<file path="src/rtl/dm_lsu.sv">
// Data-memory load/store unit for the MEM stage: one decoded load/store becomes a
// single word-wide bus transaction with byte enables; load data is extended and registered.
module dm_lsu #(
  parameter int ADDR_W = 32
) (
  input  logic              clk,
  input  logic              rstn,
  input  logic              mem_read,
  input  logic              mem_write,
  input  logic [2:0]        dm_type,
  input  logic [ADDR_W-1:0] addr,
  input  logic [31:0]       wdata,
  output logic [31:0]       rdata,
  output logic              lsu_stall,
  output logic              lsu_done,
  output logic              misalign,
  output logic              bus_req,
  output logic              bus_we,
  output logic [ADDR_W-1:0] bus_addr,
  output logic [3:0]        bus_be,
  output logic [31:0]       bus_wdata,
  input  logic              bus_ready,
  input  logic [31:0]       bus_rdata
);

  typedef enum logic [1:0] {IDLE, REQ, DONE} state_t;

  state_t      state;
  logic [2:0]  type_q;
  logic [1:0]  off_q;

  logic        req_any;
  logic        is_half;
  logic        is_byte;
  logic        aligned;
  logic [3:0]  be_n;
  logic [31:0] wdata_n;
  logic [7:0]  lane_b;
  logic [15:0] lane_h;
  logic [31:0] load_ext;

  // Request decode, alignment, lane steering for the incoming access
  always_comb begin
    req_any = mem_read | mem_write;
    is_half = (dm_type == 3'b001) || (dm_type == 3'b010);
    is_byte = (dm_type == 3'b011) || (dm_type == 3'b100);
    if (is_byte)      aligned = 1'b1;
    else if (is_half) aligned = ~addr[0];
    else              aligned = (addr[1:0] == 2'b00);

    if (is_byte) begin
      be_n    = 4'b0001 << addr[1:0];
      wdata_n = {4{wdata[7:0]}};
    end else if (is_half) begin
      be_n    = addr[1] ? 4'b1100 : 4'b0011;
      wdata_n = {2{wdata[15:0]}};
    end else begin
      be_n    = 4'b1111;
      wdata_n = wdata;
    end
  end

  // Load extraction uses the latched type/offset, not the live pipeline inputs
  always_comb begin
    case (off_q)
      2'd0:    lane_b = bus_rdata[7:0];
      2'd1:    lane_b = bus_rdata[15:8];
      2'd2:    lane_b = bus_rdata[23:16];
      default: lane_b = bus_rdata[31:24];
    endcase
    lane_h = off_q[1] ? bus_rdata[31:16] : bus_rdata[15:0];
    case (type_q)
      3'b001:  load_ext = {{16{lane_h[15]}}, lane_h};
      3'b010:  load_ext = {16'h0000, lane_h};
      3'b011:  load_ext = {{24{lane_b[7]}}, lane_b};
      3'b100:  load_ext = {24'h000000, lane_b};
      default: load_ext = bus_rdata;
    endcase
  end

  always_comb begin
    lsu_stall = (state == REQ) || ((state == IDLE) && req_any);
  end

  always_ff @(posedge clk or negedge rstn) begin
    if (!rstn) begin
      state     <= IDLE;
      type_q    <= '0;
      off_q     <= '0;
      rdata     <= '0;
      lsu_done  <= 1'b0;
      misalign  <= 1'b0;
      bus_req   <= 1'b0;
      bus_we    <= 1'b0;
      bus_addr  <= '0;
      bus_be    <= '0;
      bus_wdata <= '0;
    end else begin
      lsu_done <= 1'b0;
      misalign <= 1'b0;
      case (state)
        IDLE: begin
          if (req_any) begin
            if (aligned) begin
              bus_we    <= mem_write;
              bus_addr  <= {addr[ADDR_W-1:2], 2'b00};
              bus_be    <= be_n;
              bus_wdata <= wdata_n;
              type_q    <= dm_type;
              off_q     <= addr[1:0];
              bus_req   <= 1'b1;
              state     <= REQ;
            end else begin
              misalign <= 1'b1;
              lsu_done <= 1'b1;
              state    <= DONE;
            end
          end
        end
        REQ: begin
          if (bus_ready) begin
            if (!bus_we) rdata <= load_ext;
            bus_req  <= 1'b0;
            lsu_done <= 1'b1;
            state    <= DONE;
          end
        end
        DONE:    state <= IDLE;
        default: state <= IDLE;
      endcase
    end
  end

endmodule

</file>
<file path="config.mk">
export PLATFORM = sky130hd
export DESIGN_NAME = dm_lsu
export DESIGN_NICKNAME = d
export VERILOG_FILES = /design/src/rtl/dm_lsu.sv
export SDC_FILE = /design/constraint.sdc
export NUM_CORES = 1
export LEC_CHECK = 0
export BUFFER_PORTS_ARGS = -buffer_cell sky130_fd_sc_hd__clkbuf_2
export CORE_ASPECT_RATIO = 1.75
export CORE_MARGIN = 5
export CORE_UTILIZATION = 35
export CTS_CLUSTER_SIZE = 14
export DETAILED_ROUTE_END_ITERATION = 16
export GPL_TIMING_DRIVEN = 1
export SKIP_LAST_GASP = 1
export SYNTH_ARGS = -nofsm -noshare
export SYNTH_HDL_FRONTEND = slang
export SYNTH_SLANG_ARGS = --single-unit
</file>
<file path="constraint.sdc">
create_clock -name clk -period 5.41 [get_ports clk]
set_clock_uncertainty 0.05 [all_clocks]
set_input_delay 0.541 -clock clk [delete_from_list [all_inputs] [get_ports clk]]
set_output_delay 0.541 -clock clk [all_outputs]
set_load 0.01 [all_outputs]
</file>
; ---- Word-level counts from Yosys, hierarchy flattened
; Index checks and enable logic that the tools add are counted.
[word_totals]
reg_bits = 109
in_bits = 104
out_inout_bits = 105
elab_cells = 64
[op_classes]
n_eq_ne = 14
n_shift = 1
n_mux = 23
n_bitwise = 3
n_reduce_logical = 12
[op_table]
columns = op, n
row1 = 32-bit case mux with 4 select lines, 1
row2 = 32-bit two-way mux, 2
row3 = 8-bit case mux with 3 select lines, 1
row4 = 16-bit two-way mux, 1
row5 = "3-bit by 2-bit == test with 1-bit output, second input constant", 4
row6 = 4-bit two-way mux, 3
row7 = 1-bit two-way mux, 9
row8 = "3-bit by 1-bit == test with 1-bit output, second input constant", 2
row9 = "3-bit == test, second input constant", 2
row10 = 2-bit zero test, 3
row11 = 2-bit two-way mux, 3
row12 = "2-bit inequality test, second input constant", 3
row13 = 3-bit AND reduction, 2
row14 = "2-bit by 1-bit == test with 1-bit output, second input constant", 2
row15 = 1-bit case mux with 2 select lines, 2
row16 = 2-bit case mux with 2 select lines, 1
row17 = 4-bit AND reduction, 1
row18 = "1-bit by 2-bit << shifter with 4-bit output, first input constant", 1
row19 = 1-bit logical OR, 3
row20 = "2-bit == test, second input constant", 1
row21 = 1-bit NOT, 2
row22 = 2-bit AND reduction, 1
row23 = 2-bit nonzero test, 1
row24 = 1-bit logical AND, 1
row25 = 1-bit OR, 1

; ---- Depth between registers and ports, before layout
; Gate-level depths: netlist of run 1.
[depth]
depth_word = 7
depth_mapped = 7
ltp_nobuf = 4

; ---- Worst setup path before layout of run 1
; No wires, ideal clock.
[synth_timing]
path_type = in2reg
from = in dm_type[2]
to = reg bus_wdata[10]
setup_ps = 125
arrival_time_ps = 2126
required_ps = 5235
setup_slack_ps = 3109
cell_stages = 7
n_path_buf = 3
cell_sequence = buf_2 or3b_1 clkbuf_1 o211a_1 a21oi_4 buf_4 mux2_2
[synth_via]
elab_chain_cells = 5
elab_cells_between_ends = 10
classes_between = eq/ne (4) / mux (3) / reduce/logical (3)
[synth_rtl]
columns = element, line
row1 = start: declaration, 10  ; input logic [2:0] dm_type,
row2 = 3-bit by 1-bit == test with 1-bit output or 3-bit by 2-bit == test with 1-bit output (tied branches), 45  ; is_half = (dm_type == 3'b001) || (dm_type == 3'b010);
row3 = 1-bit logical OR, 45
row4 = 1-bit two-way mux, 48  ; else if (is_half) aligned = ~addr[0];
row5 = 1-bit two-way mux, 47  ; if (is_byte) aligned = 1'b1;
row6 = 3-bit AND reduction (no source line), -
row7 = end signal: assignment, 108  ; bus_wdata <= wdata_n;
row8 = end: declaration, 21  ; output logic [31:0] bus_wdata,
; Parallel ways exist; a longest one is shown, timed or not.
; A chain may end at the register's enable or synchronous reset.

; ---- Worst setup path in the final report of run 1
[layout_timing]
from = in dm_type[0]
to = reg bus_addr[24]
[layout_via]
elab_chain_cells = 5
elab_cells_between_ends = 9
classes_between = eq/ne (4) / mux (2) / reduce/logical (3)
[layout_rtl]
columns = element, line
row1 = 3-bit by 1-bit == test with 1-bit output or 3-bit by 2-bit == test with 1-bit output (tied branches), 45
row2 = 1-bit logical OR, 45
row3 = 1-bit two-way mux, 48
row4 = 1-bit two-way mux (*), 47
row5 = 3-bit AND reduction (no source line) (*), -
row6 = end signal: assignment, 106  ; bus_addr <= {addr[ADDR_W-1:2], 2'b00};
row7 = end: declaration, 19  ; output logic [ADDR_W-1:0] bus_addr,
; Every way passes the cells marked *; elsewhere a longest branch is shown, timed or not.

==> flow_metrics.tcl, run 1 <==
set metrics [dict create \
    rr_endpoint "bus_addr[24]" \
    ys_seq_area_share_pct 50.7 \
    post_cts_buffers 0 \
    cp-end-kind "flip-flop" \
    dieArea_sq_um 18000 \
    synth_top_family_by_area "multiplexers" \
    initial_utilization_pct 35.3 \
    synth_edf_count 0 \
    yosys_warnings 0 \
    clk_latency_ns 0.34 \
    arrival_ns 3.40 \
    ys_seq_elements 109 \
    pin_count 209 \
    cap_viol_max_count 0 \
    grt_first_pass_wirelength_mm 24.9 \
    drv_slew 0 \
    port_buffers 206 \
    chipWidth_um 104 \
    netlist_instances 433 \
    numClockSinks 109 \
    drive_above_1_share_pct 51.3 \
    viasPerCell 5.31 \
    die_h_um 174 \
    fin_crit_sh_pct 59.5 \
    finalNetCount 730 \
    setup-violations-final 0 \
    run_status "completed" \
    synth_xor_area_share_pct 0.326 \
    yosysUniqueCellTypes 47 \
    htreeDepth 3 \
    tightest_slew_ns 1.12 \
    cts_root_buf "clkbuf_16" \
    maxSlewHeadroom_pct 25.0 \
    syn_area_sq_um 5380 \
    cp.required_ns 5.59 \
    synth-compound-area-share_pct 12.8 \
    synth_fa_ha_area_share_pct 0.372 \
    fin_area_sq_um 6840 \
    num_vias 4338 \
    r2r-start "state[0]" \
    max_freq_ghz 0.311 \
    grt_max_degree 62 \
    post-route-util_pct 44.9 \
    grt_setup_unrepaired "false" \
    drtIter0Drc 107 \
    yosys.area.top_type_share_pct 50.7 \
    routed_wirelength_mm 15.1 \
    grt-ovfl-total 0 \
    leakage_uw 0.00322 \
    ant_nets 0 \
    clk_pin_slew_worst_paths_ns 0.08 \
    place_area_sq_um 6550 \
    rows 60 \
    crit_fanout 53 \
    grt_pass1_vias 4777 \
    synth.largest_area_cell "dfrtp_1" \
    grt_usage_pct 16.8 \
    antenna_found_initial 0 \
    fillers 1464 \
    async_flop_share_pct 100 \
    cts_resized 0 \
    rrSetupSlack_ns 2.84 \
    cts_buffers 9 \
    endpoint "bus_addr[24]" \
    synth.avg_cell_area_sq_um 12.4 \
    dp_hpwl_mm 11.7 \
    min-delay-path-class "in2async" \
    hold_viol 0 \
    gp_congestion 0.828 \
    cp_cell_sequence "clkbuf_2, or3b_1, o211a_1, a21oi_4, buf_4, mux2_2" \
    crit_slowest_cell "buf_4" \
    dr.pass1.iters 6 \
    place_inst 801 \
    diodes 0 \
    drc_errors 0 \
    clockBufferDepth 2 \
    coreArea_sq_um 15200 \
    cts_tree "built" \
    fin_crit_ns 3.22 \
    ys_top_cells_by_area "dfrtp_1 51%, mux2_2 17%, mux2i_1 3.7%" \
    peakVddDrop_mv 0.231 \
    startpoint_type "input port" \
    crit_type "in2reg" \
    startpoint "dm_type[0]" \
    cpPeakStageDelay_ns 0.65 \
    power_density_nw_per_um2 553 \
    wire_per_inst_um 18.5 \
    synthFlopType "dfrtp_1" \
    hold_buffers 0 \
    synth.area.mux_share_pct 25.1 \
    synthSimpleGateAreaFrac_pct 6.96 \
    setup_tns_ns 0 \
    ff2ff_path_depth 6 \
    syn2layout_area_growth_pct 27.2 \
    final_cells 817 \
]
[stage by stage]
step | power [uW] | worst slack (ns) | hold slack (ns)
6_report | 3780 | 2.19 | 0.174
5_1_grt | 4060 | 2.00 | 0.226
4_1_cts | 3850 | 2.15 | 0.191
3_5_place_dp | 3180 | 1.78 | 0.428
3_3_place_gp | 3120 | 1.91 | 0.421
2_1_floorplan | 2500 | 3.11 | 0.195
[Yosys cell counts, drive strengths merged (3+ instances only)]
| cell type | instances |
|---|---|
| dfrtp | 109 |
| mux2 | 86 |
| nor2 | 29 |
| a21oi | 22 |
| mux2i | 20 |
| a221o | 18 |
| buf | 17 |
| a221oi | 15 |
| clkbuf | 15 |
| nand2 | 14 |
| nor2b | 10 |
| o21ai | 10 |
| inv | 8 |
| mux4 | 8 |
| a211oi | 7 |
| o22ai | 6 |
| nand2b | 3 |
| nor3 | 3 |
| o221ai | 3 |
[cells in the final DEF (no fill, tap or decap), types with 9 or more instances in the layout]
cell type    n
nor2b_1     10
clkbuf_2   205
dfrtp_1    109
mux2_2      81
a221o_1     18
a221oi_1    15
nand2_1     14
mux2i_1     20
nor2_1      28
a21oi_1     21
clkbuf_16    9
[state kept, by name (all words and copies together) (netlist names)]
name and flops:
bus_be 4, misalign 1, type_q 3, lsu_done 1
bus_we 1, state 2, rdata 32, bus_addr 30
off_q 2, bus_req 1, bus_wdata 32
[worst max-delay path, delay by kind of cell]
| family | cells | cell delay (ns) |
|---|---|---|
| buf+inv | 2 | 1.04 |
| compound gates | 2 | 0.76 |
| simple gates | 1 | 0.57 |
| mux | 1 | 0.42 |
[layer usage]
layer  global-route usage [%]  vias up  share of wire [%]
met5                        0        -                  0
met4                     5.40        0                1.8
met3                     4.72       20                6.1
met2                     30.8      167                 54
met1                     18.5     2138                 38
li1                         -     2013                  -
[worst min-delay path by stage]
stage,from,end,slack [ns],depth (start not counted)
final,rstn,rdata[20],0.17,1
after global routing,rstn,bus_wdata[5],0.23,1
after CTS,rstn,lsu_done,0.19,1
after detailed placement,bus_req,bus_req,0.43,1
after global placement,bus_addr[22],bus_addr[22],0.42,1
after floorplan,rstn,bus_addr[10],0.20,0
[cells by family (layout without fill, tap and decap cells)]
logic type / count (synthesis) / in the layout
adders and majority gates: 2 / 2
other: 1 / 2
AOI/OAI and AO/OA: 92 / 92
muxes: 114 / 114
DFF: 109 / 109
buffers and inverters: 40 / 237
and+or+nand+nor: 73 / 73
xor gates and xnor gates: 2 / 2
[report_power, final]
| part | switching, uW | internal, uW |
|---|---|---|
| combinational | 804 | 814 |
| clock | 326 | 325 |
| sequential | 293 | 1220 |
| total | 1420 | 2360 |
[layout make-up]
class	instances	area [sq um]	area share [%]
repair buffers	213	1090	15.9
multi-input cells	285	2470	36.1
inverters	8	30.0	0.439
clock inverters	7	65.1	0.952
well taps	186	233	3.40
flip-flops and latches	109	2730	39.9
clock buffers	9	225	3.29
Note: power is estimated with default switching activity, not from simulation.
==> run 2: changes to the inputs <==
- clock period: 5.41 -> 3.37 ns (I/O delays scaled with it)
==> run 2 against run 1 <==
Net effect: largest cell class unchanged; utilization grew 0.35 points; non-clock buffer count grew 4; sequential share of layout area decreased by 0.31 points; largest power group unchanged; sequential power increased by 61%.
==> flow_metrics.tcl, run 2 (synthesis gave the netlist of run 1 again) <==
set metrics [dict create \
    cts_tree "built" \
    pin_count 209 \
    power_uw 6120 \
    clockBufferDepth 2 \
    cts_buffers 9 \
    place_area_sq_um 6580 \
    max_freq_ghz 0.431 \
    swShare_pct 38.0 \
    drive_above_1_share_pct 51.5 \
    leakage_uw 0.00324 \
    p_switching_uw 2330 \
    hp-start "bus_ready" \
    grt_first_pass_wirelength_mm 25.3 \
    peakVddDrop_mv 0.354 \
    grt_pass1_vias 4865 \
    r2r-start "off_q[1]" \
    port_buffers 206 \
    fin_area_sq_um 6890 \
    maxSlewHeadroom_pct 41.6 \
    run_status "completed" \
    p_int_uw 3800 \
    clk_pin_slew_worst_paths_ns 0.08 \
    postLayoutSetupSlackWorst_ns 1.05 \
    num_vias 4372 \
    wire_per_inst_um 18.9 \
    chipWidth_um 104 \
    dp_slack_ns 0.703 \
    finalNetCount 734 \
    ant_nets 0 \
    largestRegisters "bus_wdata x32, rdata x32, bus_addr x30" \
    grt_usage_pct 17.1 \
    dr.pass1.iters 4 \
    cp.required_ns 3.55 \
    crit_slowest_cell "buf_4" \
    fillers 1440 \
    viasPerCell 5.33 \
    arrival_ns 2.50 \
    fin_crit_ns 2.32 \
    grt_max_degree 67 \
    p_comb_share_pct 42.9 \
    coreArea_sq_um 15200 \
    dp_hpwl_mm 12.0 \
    layout_common_cells "205 x clkbuf_2, 109 x dfrtp_1, 81 x mux2_2" \
    crit_family "buffers and inverters" \
    numClockSinks 109 \
    diodes 0 \
    routed_wirelength_mm 15.5 \
    cap_viol_max_count 0 \
    dieArea_sq_um 18000 \
    drtIter0Drc 142 \
    crit_fanout 49 \
    initial_utilization_pct 35.3 \
    tightest_slew_ns 0.851 \
    cp_cell_sequence "clkbuf_2, or3b_1, o211a_1, a21oi_4, buf_4, mux2_2" \
    min-delay-path-class "in2reg" \
    hold_buffers 1 \
    mostFrequentLayoutCell "clkbuf_2" \
    crit_buf_inv 2 \
    rows 60 \
    clk_latency_ns 0.35 \
    grt_setup_unrepaired "false" \
    p_seq_share_pct 39.7 \
    post_cts_buffers 0 \
    crit_type "in2reg" \
    hold_viol 0 \
    die_h_um 174 \
    setup_tns_ns 0 \
    drv_slew 0 \
    setup-violations-final 0 \
    cp-end-kind "flip-flop" \
    p_clk_share_pct 17.4 \
    drc_errors 0 \
    cpPeakStageDelay_ns 0.54 \
    antenna_found_initial 0 \
    fin_crit_sh_pct 68.8 \
    htreeDepth 3 \
    startpoint_type "input port" \
    syn2layout_area_growth_pct 28.2 \
    cts_resized 0 \
    power_density_nw_per_um2 888 \
    cts_root_buf "clkbuf_16" \
    startpoint "dm_type[2]" \
    grt-ovfl-total 0 \
    gp_congestion 0.804 \
]
-- run 2: path summary, 6_finish.rpt --
kind	endpoint	slack, ns	cells past startpoint
worst max-delay path	bus_addr[24]	1.05	6
worst min-delay path	state[0]	0.15	2
worst max register to register	rdata[1]	1.13	4
worst min register to register	bus_wdata[30]	0.45	1
max in group asynchronous	bus_addr[26]	2.00	3
min in group asynchronous	rdata[3]	0.49	2
-- run 2: power groups by stage --
stage,combinational [uW],sequential (uW),clock (uW)
2_1_floorplan,1430,2580,0
3_3_place_gp,2610,2430,0
3_5_place_dp,2670,2470,0
4_1_cts,2680,2440,1110
5_1_grt,2880,2530,1150
6_report,2630,2430,1070
-- run 2: layout make-up --
type	instances	area, sq um	share of cell area [%]
clock buffer	9	225	3.27
multi-input combinational	285	2470	35.9
timing repair buffer	217	1130	16.4
sequential	109	2730	39.6
tap	186	233	3.38
inverter	8	30.0	0.436
clock inverter	7	73.8	1.07
-- run 2: per-stage QoR --
step                      utilization [%]  hold WS (ns)  std cells
after global routing                 45.2         0.145        821
after CTS                            45.2         0.139        821
after global placement               43.2         0.320        804
after detailed placement             43.2         0.335        804
after floorplan                         -      -0.00859        434
final                                45.2         0.153        821
-- run 2: routing by layer --
| metal | vias up | share of wire [%] | GRT usage (%) |
|---|---|---|---|
| li1 | 2011 | - | - |
| met1 | 2169 | 36 | 18.4 |
| met2 | 168 | 55 | 31.7 |
| met3 | 24 | 6.4 | 4.61 |
| met4 | 0 | 2.1 | 5.94 |
| met5 | - | 0 | 0 |
==> run 3: changes to the inputs <==
- clock period: 3.37 -> 2.4 ns (I/O delays scaled with it)
==> run 3 against run 2 <==
Net effect: clock power up 47%; utilization increased by 0.71 points; register-to-register slack lost 0.68 ns; via count down 0.21%; die area did not move; critical path type is now reg2reg.
==> flow_metrics.tcl, run 3 (synthesis gave the netlist of run 1 again) <==
set metrics [dict create \
    run_status "completed" \
    power_density_nw_per_um2 1250 \
    leakage_uw 0.00330 \
    cp.required_ns 2.63 \
    rows 60 \
    grt-ovfl-total 0 \
    largestRegisters "bus_wdata x32, rdata x32, bus_addr x30" \
    layout_common_cells "205 x clkbuf_2, 109 x dfrtp_1, 81 x mux2_2" \
    cts_tree "built" \
    clk_pin_slew_worst_paths_ns 0.08 \
    post_cts_buffers 0 \
    grt_first_pass_wirelength_mm 25.0 \
    drc_errors 0 \
    clockBufferDepth 2 \
    viasPerCell 5.25 \
    cp-end-kind "flip-flop" \
    dieArea_sq_um 18000 \
    syn2layout_area_growth_pct 30.2 \
    setup-violations-final 0 \
    dp_hpwl_mm 12.3 \
    setup_tns_ns 0 \
    cap_viol_max_count 0 \
    finalNetCount 744 \
    maxSlewHeadroom_pct 30.2 \
    cts_root_buf "clkbuf_16" \
    crit_fanout 27 \
    gp_congestion 0.812 \
    hold_viol 0 \
    grt_usage_pct 16.9 \
    dr.pass1.iters 5 \
    tightest_slew_ns 1.04 \
    initial_utilization_pct 35.3 \
    arrival_ns 2.18 \
    crit_type "reg2reg" \
    grt_pass1_vias 4823 \
    pin_count 209 \
    power_uw 8740 \
    startpoint_type "flip-flop" \
    mostFrequentLayoutCell "clkbuf_2" \
    die_h_um 174 \
    num_vias 4363 \
    antenna_found_initial 0 \
    fin_crit_ns 1.95 \
    coreArea_sq_um 15200 \
    drv_slew 0 \
    grt_setup_unrepaired "false" \
    port_buffers 206 \
    grt_max_degree 55 \
    cts_buffers 9 \
    clk_latency_ns 0.34 \
    peakVddDrop_mv 0.510 \
    numClockSinks 109 \
    chipWidth_um 104 \
    ant_nets 0 \
    drive_above_1_share_pct 52.4 \
    htreeDepth 3 \
    min-delay-path-class "in2reg" \
    fin_crit_sh_pct 81.1 \
    wire_per_inst_um 18.6 \
    diodes 0 \
    drtIter0Drc 97 \
    max_freq_ghz 0.514 \
    routed_wirelength_mm 15.4 \
]
==> run 3: worst max-delay path: stages (launching register included) <==
cell       delay, ns
dfrtp_1         0.42
nand4bb_1       0.29
buf_4           0.29
a21oi_1         0.14
nor4bb_2        0.27
buf_4           0.26
a221o_1         0.15
==> run 3: final timing paths <==
check / from / end / slack [ns] / depth (start not counted)
max reg2reg: bus_we / rdata[27] / 0.45 / 6
max: bus_we / rdata[27] / 0.45 / 6
min: bus_ready / state[0] / 0.06 / 2
min in group asynchronous: rstn / rdata[3] / 0.31 / 2
max in group asynchronous: rstn / bus_addr[25] / 1.31 / 3
min reg2reg: bus_wdata[30] / bus_wdata[30] / 0.45 / 1
==> run 3: final cells by class <==
class                      instances  area (sq um)
clock buffer                       9           225
clock inverter                     7          92.6
fill                            1458          8240
inverter                           8          30.0
multi-input combinational        285          2470
sequential                       109          2730
tap                              186           233
timing repair buffer             227          1220
==> run 3: metrics by stage <==
| step | area, sq um | cells | util [%] | setup slack, ns | hold slack (ns) |
|---|---|---|---|---|---|
| 3_3_place_gp | 6670 | 814 | 43.8 | 0.264 | 0.152 |
| 3_5_place_dp | 6670 | 814 | 43.8 | 0.162 | 0.154 |
| 6_report | 7000 | 831 | 45.9 | 0.455 | 0.0581 |
| 4_1_cts | 7000 | 831 | 45.9 | 0.149 | 0.0438 |
| 2_1_floorplan | 5380 | 434 | - | 0.400 | -0.106 |
| 5_1_grt | 7000 | 831 | 45.9 | 0.268 | 0.0535 |
==> run 3: routing by layer <==
metal / part of all wire, % / GRT usage [%] / vias to the layer above
li1: - / - / 2036
met1: 37 / 18.5 / 2137
met2: 55 / 31.1 / 174
met3: 6.7 / 4.79 / 16
met4: 1.6 / 5.67 / 0
met5: 0 / 0 / -
==> run 3: repair_timing <==
action                     CTS  global route
hold buffers                 1             0
gates resized for setup      0             1
setup endpoints to repair    0            16
hold endpoints to repair    28             0
==> run 3: where the power goes <==
group / total (uW) / switching [uW] / internal, uW / leakage, uW
Clock: 1570 / 728 / 838 / 0.000155
Combinational: 3880 / 1950 / 1930 / 0.00186
Sequential: 3300 / 554 / 2740 / 0.00129
Total: 8740 / 3240 / 5510 / 0.00330
